## src/rtl/ps2_key_decoder.sv

```systemverilog
// PS/2 keyboard frame receiver and scan-code key-state tracker.
// Optional caps-lock modifier handling via PS2_CAPSLOCK_EN.
module ps2_key_decoder #(
   parameter int TIMEOUT = 50000
) (
   input  logic       clk,
   input  logic       reset,
   input  logic       ps2_clk,
   input  logic       ps2_data,
   output logic [7:0] my_data,
   output logic       pre,
   output logic       up,
   output logic [7:0] count,
   output logic       ready,
   output logic       err
);

   localparam int TW = $clog2(TIMEOUT + 1);

   typedef enum logic [1:0] {IDLE, BRK, EXT, EXT_BRK} state_t;

   logic [2:0]    clk_sync;
   logic [2:0]    dat_sync;
   logic [3:0]    bit_cnt;
   logic [9:0]    shreg;
   logic [TW-1:0] to_cnt;
   logic          fall;
   logic          frame_done;
   logic          frame_ok;
   logic          frame_bad;
   logic [7:0]    code;

   assign fall       = clk_sync[2] & ~clk_sync[1];
   assign frame_done = fall && (bit_cnt == 4'd10);
   assign code       = shreg[8:1];
   // shreg[0] is the start bit, shreg[9] parity, stop bit is the live sample
   assign frame_ok   = frame_done && !shreg[0] && dat_sync[1] && (^shreg[9:1]);
   assign frame_bad  = frame_done && !frame_ok;

   always_ff @(posedge clk or posedge reset) begin
      if (reset) begin
         clk_sync <= 3'b111;
         dat_sync <= 3'b111;
         bit_cnt  <= 4'd0;
         shreg    <= 10'd0;
         to_cnt   <= '0;
      end else begin
         clk_sync <= {clk_sync[1:0], ps2_clk};
         dat_sync <= {dat_sync[1:0], ps2_data};
         if (fall) begin
            to_cnt <= '0;
            if (bit_cnt == 4'd10) begin
               bit_cnt <= 4'd0;
            end else begin
               bit_cnt <= bit_cnt + 4'd1;
               shreg   <= {dat_sync[1], shreg[9:1]};
            end
         end else if (bit_cnt != 4'd0) begin
            if (to_cnt == TW'(TIMEOUT - 1)) begin
               bit_cnt <= 4'd0;
               to_cnt  <= '0;
            end else begin
               to_cnt <= to_cnt + 1'b1;
            end
         end
      end
   end

   state_t     state;
   state_t     nxt;
   logic       key_ev;
   logic       key_brk;
   logic       key_ext;
   logic       is_sl;
   logic       is_sr;
   logic       is_caps;
   logic       is_fake;
   logic       is_mod;
   logic       shift_l;
   logic       shift_r;
   logic       caps;
   logic [7:0] held;

   always_comb begin
      nxt     = state;
      key_ev  = 1'b0;
      key_brk = 1'b0;
      key_ext = 1'b0;
      unique case (state)
         IDLE: begin
            if (code == 8'hE0)      nxt = EXT;
            else if (code == 8'hF0) nxt = BRK;
            else                    key_ev = 1'b1;
         end
         EXT: begin
            if (code == 8'hF0) begin
               nxt = EXT_BRK;
            end else begin
               key_ev  = 1'b1;
               key_ext = 1'b1;
               nxt     = IDLE;
            end
         end
         BRK: begin
            key_ev  = 1'b1;
            key_brk = 1'b1;
            nxt     = IDLE;
         end
         EXT_BRK: begin
            key_ev  = 1'b1;
            key_brk = 1'b1;
            key_ext = 1'b1;
            nxt     = IDLE;
         end
         default: nxt = IDLE;
      endcase
   end

   assign is_fake = key_ext && (code == 8'h12);
   assign is_sl   = !key_ext && (code == 8'h12);
   assign is_sr   = !key_ext && (code == 8'h59);
`ifdef PS2_CAPSLOCK_EN
   assign is_caps = !key_ext && (code == 8'h58);
`else
   assign is_caps = 1'b0;
`endif
   assign is_mod  = is_fake | is_sl | is_sr | is_caps;
   assign up      = (shift_l | shift_r) ^ caps;

   always_ff @(posedge clk or posedge reset) begin
      if (reset) begin
         state   <= IDLE;
         my_data <= 8'd0;
         pre     <= 1'b0;
         count   <= 8'd0;
         held    <= 8'd0;
         shift_l <= 1'b0;
         shift_r <= 1'b0;
         ready   <= 1'b0;
         err     <= 1'b0;
      end else begin
         ready <= frame_ok;
         err   <= frame_bad;
         if (frame_ok) begin
            state <= nxt;
            if (!key_ev) begin
               my_data <= code;
            end else if (is_sl) begin
               shift_l <= !key_brk;
            end else if (is_sr) begin
               shift_r <= !key_brk;
            end else if (!is_mod) begin
               my_data <= code;
               if (key_brk) begin
                  if (code == held) pre <= 1'b0;
               end else if (!(pre && (held == code))) begin
                  count <= count + 8'd1;
                  held  <= code;
                  pre   <= 1'b1;
               end
            end
         end
      end
   end

`ifdef PS2_CAPSLOCK_EN
   logic caps_down;

   // caps_down suppresses toggling on typematic repeats of 0x58
   always_ff @(posedge clk or posedge reset) begin
      if (reset) begin
         caps      <= 1'b0;
         caps_down <= 1'b0;
      end else if (frame_ok && is_caps) begin
         if (key_brk) begin
            caps_down <= 1'b0;
         end else begin
            caps_down <= 1'b1;
            if (!caps_down) caps <= ~caps;
         end
      end
   end
`else
   assign caps = 1'b0;
`endif

endmodule

```

## config.mk

```make
export PLATFORM = sky130hd
export DESIGN_NAME = ps2_key_decoder
export DESIGN_NICKNAME = d
export VERILOG_FILES = /design/src/rtl/ps2_key_decoder.sv
export SDC_FILE = /design/constraint.sdc
export NUM_CORES = 1
export LEC_CHECK = 0
export CAP_MARGIN = 20
export CORE_MARGIN = 2
export CORE_UTILIZATION = 29
export CTS_CLUSTER_SIZE = 10
export DETAILED_ROUTE_END_ITERATION = 6
export PLACE_DENSITY = 0.56
export SYNTH_ARGS = -nofsm -noshare
export SYNTH_HDL_FRONTEND = slang
export SYNTH_SLANG_ARGS = --single-unit
```

## constraint.sdc

```tcl
create_clock -name clk -period 3.55 [get_ports clk]
set_clock_uncertainty 0.2 [all_clocks]
set_input_delay 0.71 -clock clk [delete_from_list [all_inputs] [get_ports clk]]
set_output_delay 0.71 -clock clk [all_outputs]
set_load 0.01 [all_outputs]
```

==> metrics.yaml, run 1 <==
outcome: "complete, no violations"
dpl_cell_area_mm2: 0.00356
synth_seq_area_share: 0.526
ys_warn_count: 0
vdd_drop_max_uv: 293
cts_root_buf: "clkbuf_8"
netlist_top_cells_area: "dfrtp_1 (48%), ha_1 (6.4%), xor2_1 (5.6%), o21ai_0 (4.6%), nand2_1 (4.4%)"
layout_common_cells: "dfrtp_1 (61), nand2_1 (37), o21ai_0 (29), clkdlybuf4s50_1 (23), xor2_1 (20)"
fin_crit_sh: 0.811
postLayoutCellArea_mm2: 0.00373
drt_iter0_drc: 40
fp.dieH_um: 108
synth_nets: 313
start_util: 0.295
cts_tree: "yes"
syn_area_mm2: 0.00315
leakage_nw: 1.71
synth_edf_count: 0
mostFrequentLayoutCell: "dfrtp_1"
slew_headroom: 0.597
worstMarginPinSlew_ns: 0.603
maxCapViolCount: 0
vias: 2099
critPathSlowestCell: "dfrtp_1"
crit_path_start_kind: "flip-flop"
io_pins: 24
path_cells: "inv_1 > ha_1 > xnor3_1 > xnor2_1 > nor4_4 > buf_4 > nand4_4 > nor4_2 > xor2_1"
clk_path_buf_depth: 2
cts_resized: 0
synth_top_area_frac: 0.485
setup_tns_ns: 0
min_path_type: "flip-flop to flip-flop"
drc: 0
drive_above_1_share: 0.131
syn_to_final_growth_pct: 18.5
fp.dieW_um: 108
synth.distinct_cells: 43
nFillCells: 1082
row_count: 38
fmax_mhz: 347
drt-total-wl_mm: 5.85
globalplace.congestion: 0.807
crit_arrival_ns: 2.95
core_area_mm2: 0.0107
dp_hpwl_mm: 4.10
cts_hold_buf: 0
critPathKind: "flip-flop to flip-flop"
crit_required_ns: 3.62
fin_nets: 344
antenna_found_initial: 0
insertion_delay_ns: 0.34
min_period_ns: 2.88
grt_pass1_wl_mm: 10.2
power.density_mw_per_mm2: 515
ys_seq_elements: 66
cts_made_buffers: 9
cts.sinks: 66
antenna_cells: 0
rsz0062_at_grt: "no"
grt-ovfl-total: 0
io_buffers: 23
grt_pass1_vias: 2068
setup_violations: 0
cts.htree.levels: 3
hold_viol: 0
die_area_mm2: 0.0117
critPathMaxFanout: 24
drt-pass1-iter-count: 4
avgSynthCellArea_um2: 10.8
cpPeakStageDelay_ns: 0.42
grt.total_usage: 0.112
ant_nets: 0
cp-end-kind: "flip-flop"
slew_viol_final: 0
grt_max_degree: 44
async_flop_share: 1.00
synth_area_leader_cell: "dfrtp_1"
clkTransAtPathRegs_ns: 0.07
synthCells: 293
total_power_mw: 1.92
post_cts_buffers: 0
routedWlPerCell_um: 12.5
synth_ff_type: "dfrtp_1"
viasPerCell: 4.48
==> worst paths after layout <==
| kind | from | endpoint | slack (ns) | cells after the start |
|---|---|---|---|---|
| setup reg to reg | shreg[1]$_DFFE_PP0P_ | count[7]$_DFFE_PP0P_ | 0.67 | 9 |
| min in group asynchronous | reset | count[2]$_DFFE_PP0P_ | 0.53 | 2 |
| max in group asynchronous | reset | clk_sync[2]$_DFF_PP1_ | 1.95 | 3 |
| hold / removal | clk_sync[0]$_DFF_PP1_ | clk_sync[1]$_DFF_PP1_ | 0.16 | 0 |
| setup / recovery | shreg[1]$_DFFE_PP0P_ | count[7]$_DFFE_PP0P_ | 0.67 | 9 |
| hold reg to reg | clk_sync[0]$_DFF_PP1_ | clk_sync[1]$_DFF_PP1_ | 0.16 | 0 |
==> cells in the mapped netlist, types with 2 or more instances <==
cell type and instances:
a21oi_1 2, a31oi_1 3, o21ai_0 29, nand4_1 3, dfrtp_1 61, clkbuf_1 4
xor2_1 20, dfstp_2 5, mux2_2 12, o31ai_1 2, nor4_1 3, nand2_1 37
o21a_1 3, inv_1 16, a31o_2 2, and3_1 5, nor3b_1 2, nand3_1 11
nor3_1 5, xnor2_1 6, nor2b_1 4, ha_1 16, nor2_1 19, nand2b_1 4
==> per-stage QoR <==
stage                     hold WS (ns)  std cells  worst slack (ns)   util
after floorplan                  0.145        293             0.881      -
after global placement           0.146        453             0.710  0.333
after detailed placement         0.147        453             0.641  0.333
after CTS                        0.157        469             0.626  0.349
after global routing             0.161        469             0.378  0.349
final                            0.156        469             0.669  0.349
==> kinds of logic (layout without fill, tap and decap cells) <==
group,after synthesis,after routing,synth area share
xor+xnor,27,27,0.0794
compound gates,46,46,0.0862
mux,13,13,0.0461
flops,66,66,0.526
buf+inv,22,58,0.0278
simple gates,103,103,0.171
fa+ha+maj,16,16,0.0635
==> final cells by class <==
type	count	area (um^2)	share of cell area
sequential	66	1660	0.444
multi-input combinational	205	1410	0.376
timing repair buffer	26	265	0.0710
tap	140	175	0.0469
clock buffer	11	141	0.0379
inverter	16	60.1	0.0161
clock inverter	5	30.0	0.00804
==> state kept, by name (all words and copies together), names as in the netlist <==
name      cells
shift_l       1
bit_cnt       4
to_cnt       16
shreg        10
count         8
clk_sync      3
held          8
shift_r       1
pre           1
state         2
my_data       8
err           1
ready         1
dat_sync      2
==> critical path: cells and delay by family, from the launching register on <==
kind | cells | cell delay, ns
buffers and inverters | 2 | 0.33
XOR/XNOR | 3 | 0.67
AND/OR/NAND/NOR | 3 | 0.85
adder cells (fa/ha/maj) | 1 | 0.32
flip-flops | 1 | 0.42
==> layer usage <==
metal | up-vias | share of wire | global-route usage
li1 | 1071 | - | -
met1 | 986 | 0.50 | 0.150
met2 | 35 | 0.44 | 0.168
met3 | 7 | 0.046 | 0.0428
met4 | 0 | 0.014 | 0.0357
met5 | - | 0 | 0
==> report_power, final <==
group | switching, mW | total (mW) | internal (mW)
sequential | 0.0958 | 0.935 | 0.839
combinational | 0.243 | 0.437 | 0.194
clock | 0.284 | 0.553 | 0.268
(Power assumes the default switching activity.)
==> inputs of run 2 (changes only) <==
Settings changed: PLACE_DENSITY 0.56 to 0.58.
Clock period 3.55 ns to 2.4 ns, I/O delays scaled along.
==> metrics.yaml, run 2 (same netlist as run 1, synthesis figures left out) <==
top_regs: "to_cnt (16), shreg (10)"
fin_nets: 378
routedWlPerCell_um: 12.5
crit_path_start_kind: "flip-flop"
min_period_ns: 2.47
insertion_delay_ns: 0.35
rsz0062_at_grt: "yes"
grt-ovfl-total: 0
largest_reg_flops: 16
vias: 2245
postLayoutCellArea_mm2: 0.00420
leakage_nw: 1.95
io_buffers: 23
hold_viol: 0
drc: 0
row_count: 38
antenna_cells: 0
largest-register: "to_cnt"
cts_root_buf: "clkbuf_8"
dp_hpwl_mm: 4.42
hold_slack_ns: 0.157
crit_arrival_ns: 2.50
vdd_drop_max_uv: 314
cts.htree.levels: 3
path_delay_family: "XOR/XNOR gates"
violations: "setup timing"
grt_pass1_vias: 2237
ff2ff_setup_slack_ns: -0.07
power.density_mw_per_mm2: 813
antenna_found_initial: 0
path_cells: "inv_2 > ha_4 > xnor3_1 > xnor2_2 > nor4_4 > buf_4 > nand4_4 > buf_12 > mux2_2"
register_area_mm2: 0.00166
nFillCells: 1063
critPathMaxFanout: 9
start_util: 0.295
min_path_type: "flip-flop to flip-flop"
fmax_mhz: 405
maxCapViolCount: 0
mostFrequentLayoutCell: "dfrtp_1"
dpl_cell_area_mm2: 0.00384
grt_max_degree: 67
fin_ws_ns: -0.0710
crit_required_ns: 2.43
clkTransAtPathRegs_ns: 0.08
outcome: "finished, violations left"
grt.total_usage: 0.119
critPathKind: "flip-flop to flip-flop"
ant_nets: 0
drt_iter0_drc: 110
cts_tree: "yes"
clk_path_buf_depth: 2
viasPerCell: 4.46
cts_made_buffers: 9
final_util: 0.393
grt_pass1_wl_mm: 10.7
critPathSlowestCell: "dfrtp_1"
fp.dieW_um: 108
fin_crit_sh: 1.03
fp.dieH_um: 108
drive_above_1_share: 0.248
cpPeakStageDelay_ns: 0.40
drt-total-wl_mm: 6.30
slew_viol_final: 0
path_buf_inv: 3
die_area_mm2: 0.0117
setup_violations: 20
globalplace.congestion: 0.781
drt-pass1-iter-count: 4
syn_to_final_growth_pct: 33.4
place_ws_ns: -0.0956
cts.sinks: 66
cp-end-kind: "flip-flop"
io_pins: 24
worstMarginPinSlew_ns: 0.373
multi_input_area_mm2: 0.00152
core_area_mm2: 0.0107
slew_headroom: 0.749
total_power_mw: 3.41
layout_common_cells: "dfrtp_1 (61), nand2_1 (36), buf_4 (32), clkdlybuf4s50_1 (23), xor2_1 (20)"
cts_hold_buf: 0
run 2: changes by cell type in the layout (fill, tap and decap cells not counted), moves of 9 or more:
| cell | previous run | this run |
|---|---|---|
| mux2_4 | 0 | 9 |
| mux2_2 | 12 | 3 |
| buf_4 | 2 | 32 |
| o21ai_0 | 29 | 19 |
| o21ai_1 | 0 | 9 |
run 2: final timing paths:
check | from | endpoint | cells past startpoint
max | shreg[1]$_DFFE_PP0P_ | count[1]$_DFFE_PP0P_ | 9
min | clk_sync[0]$_DFF_PP1_ | clk_sync[1]$_DFF_PP1_ | 0
max reg2reg | shreg[1]$_DFFE_PP0P_ | count[1]$_DFFE_PP0P_ | 9
min reg2reg | clk_sync[0]$_DFF_PP1_ | clk_sync[1]$_DFF_PP1_ | 0
max in group asynchronous | reset | dat_sync[0]$_DFF_PP1_ | 3
min in group asynchronous | reset | count[2]$_DFFE_PP0P_ | 3
run 2: layout make-up:
cell class              count  share of cell area
multi-input cells         205               0.361
repair buffers             60               0.130
well taps                 140              0.0417
clock inverters             7              0.0295
clock buffers               9              0.0295
inverters                  16              0.0143
flip-flops and latches     66               0.395
run 2: per-stage QoR:
stage,instances,setup TNS [ns]
2_1_floorplan,293,-2.33
3_3_place_gp,482,-0.0106
3_5_place_dp,482,-0.550
4_1_cts,500,-0.749
5_1_grt,503,-3.73
6_report,503,-0.856
run 2: timing repair:
action,in CTS,in global routing
setup endpoints to repair,16,28
pin swaps,0,3
cloned,0,0
resized for setup,13,8
setup buffers,2,3
run 2: report_power, final:
part           leakage [nW]  switching [mW]  internal [mW]  total, mW
sequential            0.885          0.0955           1.24       1.34
combinational         0.948           0.471          0.453      0.923
clock                 0.120           0.457          0.699       1.16
total                  1.95            1.02           2.39       3.41
run 2: layer usage:
metal / track usage / part of all wire
met1: 0.150 / 0.48
met2: 0.192 / 0.48
met3: 0.0434 / 0.036
met4: 0.0311 / 0.0067
met5: 0 / 0
==> inputs of run 3 (changes only) <==
Settings changed: CTS_BUF_LIST from default to sky130_fd_sc_hd__clkbuf_8.
==> results of run 3 <==
No change in the layout: final DEF, timing and power equal those of run 2.
==> RTL change 1: new RTL, flow settings as in run 1 <==
The option `PS2_CAPSLOCK_EN` is turned on by a define.
--- a/src/rtl/ps2_key_decoder.sv
+++ b/src/rtl/ps2_key_decoder.sv
@@ -1,4 +1,6 @@
 // PS/2 keyboard frame receiver and scan-code key-state tracker.
 // Optional caps-lock modifier handling via PS2_CAPSLOCK_EN.
+`define PS2_CAPSLOCK_EN
+
 module ps2_key_decoder #(
    parameter int TIMEOUT = 50000
Check against the original RTL: same outputs for any inputs over 10 cycles, from zero or initial values and one cycle with reset high; that may be too few to reach the edited logic, so the function may still have changed.
==> RTL change 1 against run 1 <==
- routed wire length is 2.3% higher
- sequential cell count is 2 higher
- synthesized cell count fell by 3.1%
- design area up 4.2%
- setup slack worse by 0.019 ns
- sequential share of layout area fell by 0.50 points
- area after synthesis grew 2.8%
- count of clock-buffer cells in the layout is 2 lower
- clock power rose by 44%
- total power increased by 19%
- highest routed layer unchanged
==> RTL change 1: results (changes against run 1) <==
[pwr]
p_switching_mw=0.697  ; was 0.623 mW
ir_drop_v=0.000225  ; was 0.000293 V
power.leakage_nw=1.79  ; was 1.71 nW

[synth]
synth_seq_area_share_pct=52.7  ; was 52.6%
synth_compound_area_share_pct=8.03  ; was 8.62%
synth.top_cells.by_count=dfrtp_1, o21ai_0, nand2_1  ; was dfrtp_1, nand2_1, o21ai_0
synth_xor_area_share_pct=8.27  ; was 7.94%
ys_types=47  ; was 43
synthAdderAreaFrac_pct=6.18  ; was 6.35%
syn_inst=284  ; was 293
yosys-top-cells-area=dfrtp_1, ha_1, mux2_2  ; was dfrtp_1, ha_1, xor2_1

[global_routing]
grt_pass1_wl_um=10300  ; was 10200 µm
globalRouteMet3Util_pct=3.02  ; was 4.28%
grt_use_met2_pct=19.0  ; was 16.8%
grt_pass1_vias=2221  ; was 2068
grt.total_usage_pct=11.1  ; was 11.2%
grt_use_met1_pct=13.2  ; was 15.0%

[timing]
fin_hold_ws_ns=0.158  ; was 0.156 ns
worst_pin_slew_ns=0.752  ; was 0.603 ns

[routing]
drt_iter0_drc=85  ; was 40
drt-pass1-iter-count=4  ; unchanged
wl_met2_um=2970  ; was 2600 µm
wirelength_um=5980  ; was 5850 µm
wl_met1_um=2730  ; was 2900 µm
viasPerCell=4.71  ; was 4.48

[place]
pre_cts_slack_ns=0.632  ; was 0.641 ns
place.gp.congestion=0.737  ; was 0.807
hpwl_um=4050  ; was 4100 µm
place_area_um2=3640  ; was 3560 µm²
place_inst=445  ; was 453

[critical_path]
rr_endpoint=my_data[5]  ; was count[7]
crit_arrival_ns=2.93  ; was 2.95 ns
r2r_setup_slack_ns=0.65  ; was 0.67 ns
ff2ff_path_depth=7  ; was 9
critPathTopFamily=compound AO/OA/AOI/OAI gates  ; was simple AND/OR/NAND/NOR gates
critical-path-slowest-cell=a21boi_2  ; was dfrtp_1
critPathMaxStageDelay_ns=0.54  ; was 0.42 ns
cp_max_fo=8  ; was 24

[min_path]
min_from=dat_sync[0]  ; was clk_sync[0]
hold_end=dat_sync[1]  ; was clk_sync[1]

[final_layout]
top_regs=to_cnt: 16 flops, shreg: 10 flops  ; unchanged
fin_nets=336  ; was 344
layout-drive-gt1-share_pct=14.0  ; was 13.1%
stdcell_count=461  ; was 469
syn2layout_area_growth_pct=20.1  ; was 18.5%

[die]
start_util_pct=29.8  ; was 29.5%

[outcome]
status=completed  ; unchanged

[RTL change 1: changes by cell type after synthesis, moves of 3 or more]
cell | before | now
nand2_1 | 37 | 21
o21ai_0 | 29 | 23
o31ai_1 | 2 | 6
o21a_1 | 3 | 0
nor2_1 | 19 | 16
mux2_1 | 0 | 5
nor3_1 | 5 | 2
nand4_1 | 3 | 7
xnor2_1 | 6 | 10
[RTL change 1: layout make-up]
class	instances	share of cell area [%]
repair buffers	27	7.01
well taps	140	4.50
clock buffers	9	3.18
clock inverters	7	3.15
flip-flops and latches	68	43.9
multi-input cells	194	36.7
inverters	16	1.54
[RTL change 1: power by group through the flow]
stage | Clock (mW) | Sequential, mW | Combinational (mW)
2_1_floorplan | 0 | 0.993 | 0.362
5_1_grt | 0.858 | 1.02 | 0.563
4_1_cts | 0.823 | 1.00 | 0.502
3_3_place_gp | 0 | 1.01 | 0.493
3_5_place_dp | 0 | 1.02 | 0.499
6_report | 0.797 | 1.00 | 0.491
==> RTL change 2: new RTL, config.mk and constraints of run 1 <==
Made on the original files. Register the output `count` once more, with the module's reset; this adds one clock of latency there. The other outputs are not delayed to match.
--- a/src/rtl/ps2_key_decoder.sv
+++ b/src/rtl/ps2_key_decoder.sv
@@ -19,4 +19,6 @@
 
    typedef enum logic [1:0] {IDLE, BRK, EXT, EXT_BRK} state_t;
+
+   logic [7:0] count_s0;
 
    logic [2:0]    clk_sync;
@@ -133,5 +135,5 @@
          my_data <= 8'd0;
          pre     <= 1'b0;
-         count   <= 8'd0;
+         count_s0 <= 8'd0;
          held    <= 8'd0;
          shift_l <= 1'b0;
@@ -155,5 +157,5 @@
                   if (code == held) pre <= 1'b0;
                end else if (!(pre && (held == code))) begin
-                  count <= count + 8'd1;
+                  count_s0 <= count_s0 + 8'd1;
                   held  <= code;
                   pre   <= 1'b1;
@@ -185,4 +187,12 @@
 `endif
 
+   always_ff @(posedge clk or posedge reset) begin
+      if (reset) begin
+         count <= '0;
+      end else begin
+         count <= count_s0;
+      end
+   end
+
 endmodule
 
Formal check against the unedited RTL: no difference found for any inputs over 10 cycles, from zero or initial values and one cycle with reset high; that may be too few to reach the edited logic, so the function may still have changed.
==> RTL change 2 against run 1 <==
- design area is 12% higher
- routed wire length rose by 7.5%
- die area increased by 8.8%
- setup slack worse by 0.35 ns
- sequential cell count rose by 8
- critical endpoint is now held[6]
- largest power group unchanged
- total power rose by 21%
- area after synthesis is 9.1% higher
- the run now ends with DRC left
- cell count increased by 1.9%
- clock power increased by 75%
==> RTL change 2: results (changes against run 1) <==
[timing]
worst_pin_slew_ns=0.637  ; was 0.603 ns

[pwr]
ir_drop_v=0.000240  ; was 0.000293 V
power.leakage_nw=1.98  ; was 1.71 nW

[synth]
synth.top_cells.by_count=dfrtp_1, nand2_1, o21ai_0  ; unchanged
yosys-top-cells-area=dfrtp_1, ha_1, mux2_4  ; was dfrtp_1, ha_1, xor2_1
synth_seq_area_share_pct=54.0  ; was 52.6%
synth_nets=318  ; was 313
yosysWarningCount=0  ; unchanged
synth.avg_cell_area_um2=11.5  ; was 10.8 µm²

[final_layout]
fin_nets=350  ; was 344
diodes=0  ; unchanged
layout-drive-gt1-share_pct=14.3  ; was 13.1%
nFillCells=1142  ; was 1082

[outcome]
status=finished with violations  ; was completed
violations=DRC

[critical_path]
critical-path-slowest-cell=or3_1  ; was dfrtp_1
crit_arrival_ns=3.25  ; was 2.95 ns
critPathMaxStageDelay_ns=0.63  ; was 0.42 ns
cp_max_fo=10  ; was 24

[place]
place_inst=462  ; was 453
hpwl_um=4240  ; was 4100 µm
portBuffers=23  ; unchanged
pre_cts_slack_ns=0.334  ; was 0.641 ns
place.gp.congestion=0.808  ; was 0.807

[global_routing]
grt_max_degree=75  ; was 44
grt.total_usage_pct=11.1  ; was 11.2%
grt_pass1_vias=2272  ; was 2068
grt_pass1_wl_um=11200  ; was 10200 µm

[routing]
viasPerCell=4.69  ; was 4.48
post-route-drc-count=4  ; was 0
drt-pass1-iter-count=6  ; was 4
wirelength_um=6290  ; was 5850 µm
drt_iter0_drc=103  ; was 40
via_count=2244  ; was 2099

[clock_tree]
root_buffer=clkbuf_16  ; was clkbuf_8

RTL change 2: changes by cell type after synthesis, moves of 3 or more:
| cell | run 1 | this run |
|---|---|---|
| mux2_4 | 0 | 9 |
| o31ai_1 | 2 | 5 |
| xnor2_1 | 6 | 12 |
| nand2_1 | 37 | 31 |
| nor2_1 | 19 | 9 |
| xor2_1 | 20 | 9 |
| dfrtp_1 | 61 | 69 |
RTL change 2: cell families (layout without fill, tap and decap cells):
family	after synthesis	in the layout	share of synthesized area, %
XOR/XNOR	23	23	6.48
multiplexers	21	21	7.79
AND/OR/NAND/NOR	100	100	16.1
flip-flops	74	74	54.0
buffers and inverters	21	58	2.51
AO/OA/AOI/OAI	43	43	7.28
adder cells (fa/ha/maj)	16	16	5.82
RTL change 2: path summary, 6_finish.rpt:
kind | start | end | slack, ns | depth (start not counted)
setup / recovery | shreg[1] | held[6] | 0.32 | 8
hold / removal | dat_sync[0] | dat_sync[1] | 0.15 | 0
setup reg to reg | shreg[1] | held[6] | 0.32 | 8
hold reg to reg | dat_sync[0] | dat_sync[1] | 0.15 | 0
max in group asynchronous | reset | clk_sync[2] | 2.23 | 3
min in group asynchronous | reset | to_cnt[5] | 0.59 | 3
RTL change 2: routing by layer:
| layer | vias up | GRT usage (%) | share of wire (%) |
|---|---|---|---|
| met5 | - | 0 | 0 |
| met4 | 0 | 4.39 | 2.0 |
| met1 | 1095 | 15.3 | 49 |
| met2 | 32 | 16.1 | 45 |
| met3 | 11 | 3.54 | 4.3 |
| li1 | 1106 | - | - |
RTL change 2: through the flow:
step	instance area, µm²	hold slack (ns)	total power, mW
floorplan	3440	0.145	1.27
global placement	3860	0.146	1.37
detailed placement	3860	0.147	1.37
CTS	4180	0.156	2.36
global route	4180	0.158	2.46
finish	4180	0.155	2.33
RTL change 2: final cells by class:
class	count	area (µm²)	share of cell area [%]
clock inverter	6	90.1	2.16
multi-input combinational	203	1490	35.8
sequential	74	1860	44.5
tap	143	179	4.29
inverter	16	60.1	1.44
timing repair buffer	26	265	6.35
clock buffer	10	229	5.48
RTL change 2: power breakdown:
part | internal [mW] | total (mW) | switching, mW
logic | 0.165 | 0.368 | 0.203
clock network | 0.617 | 0.968 | 0.351
registers | 0.912 | 0.989 | 0.0773
total | 1.69 | 2.33 | 0.631
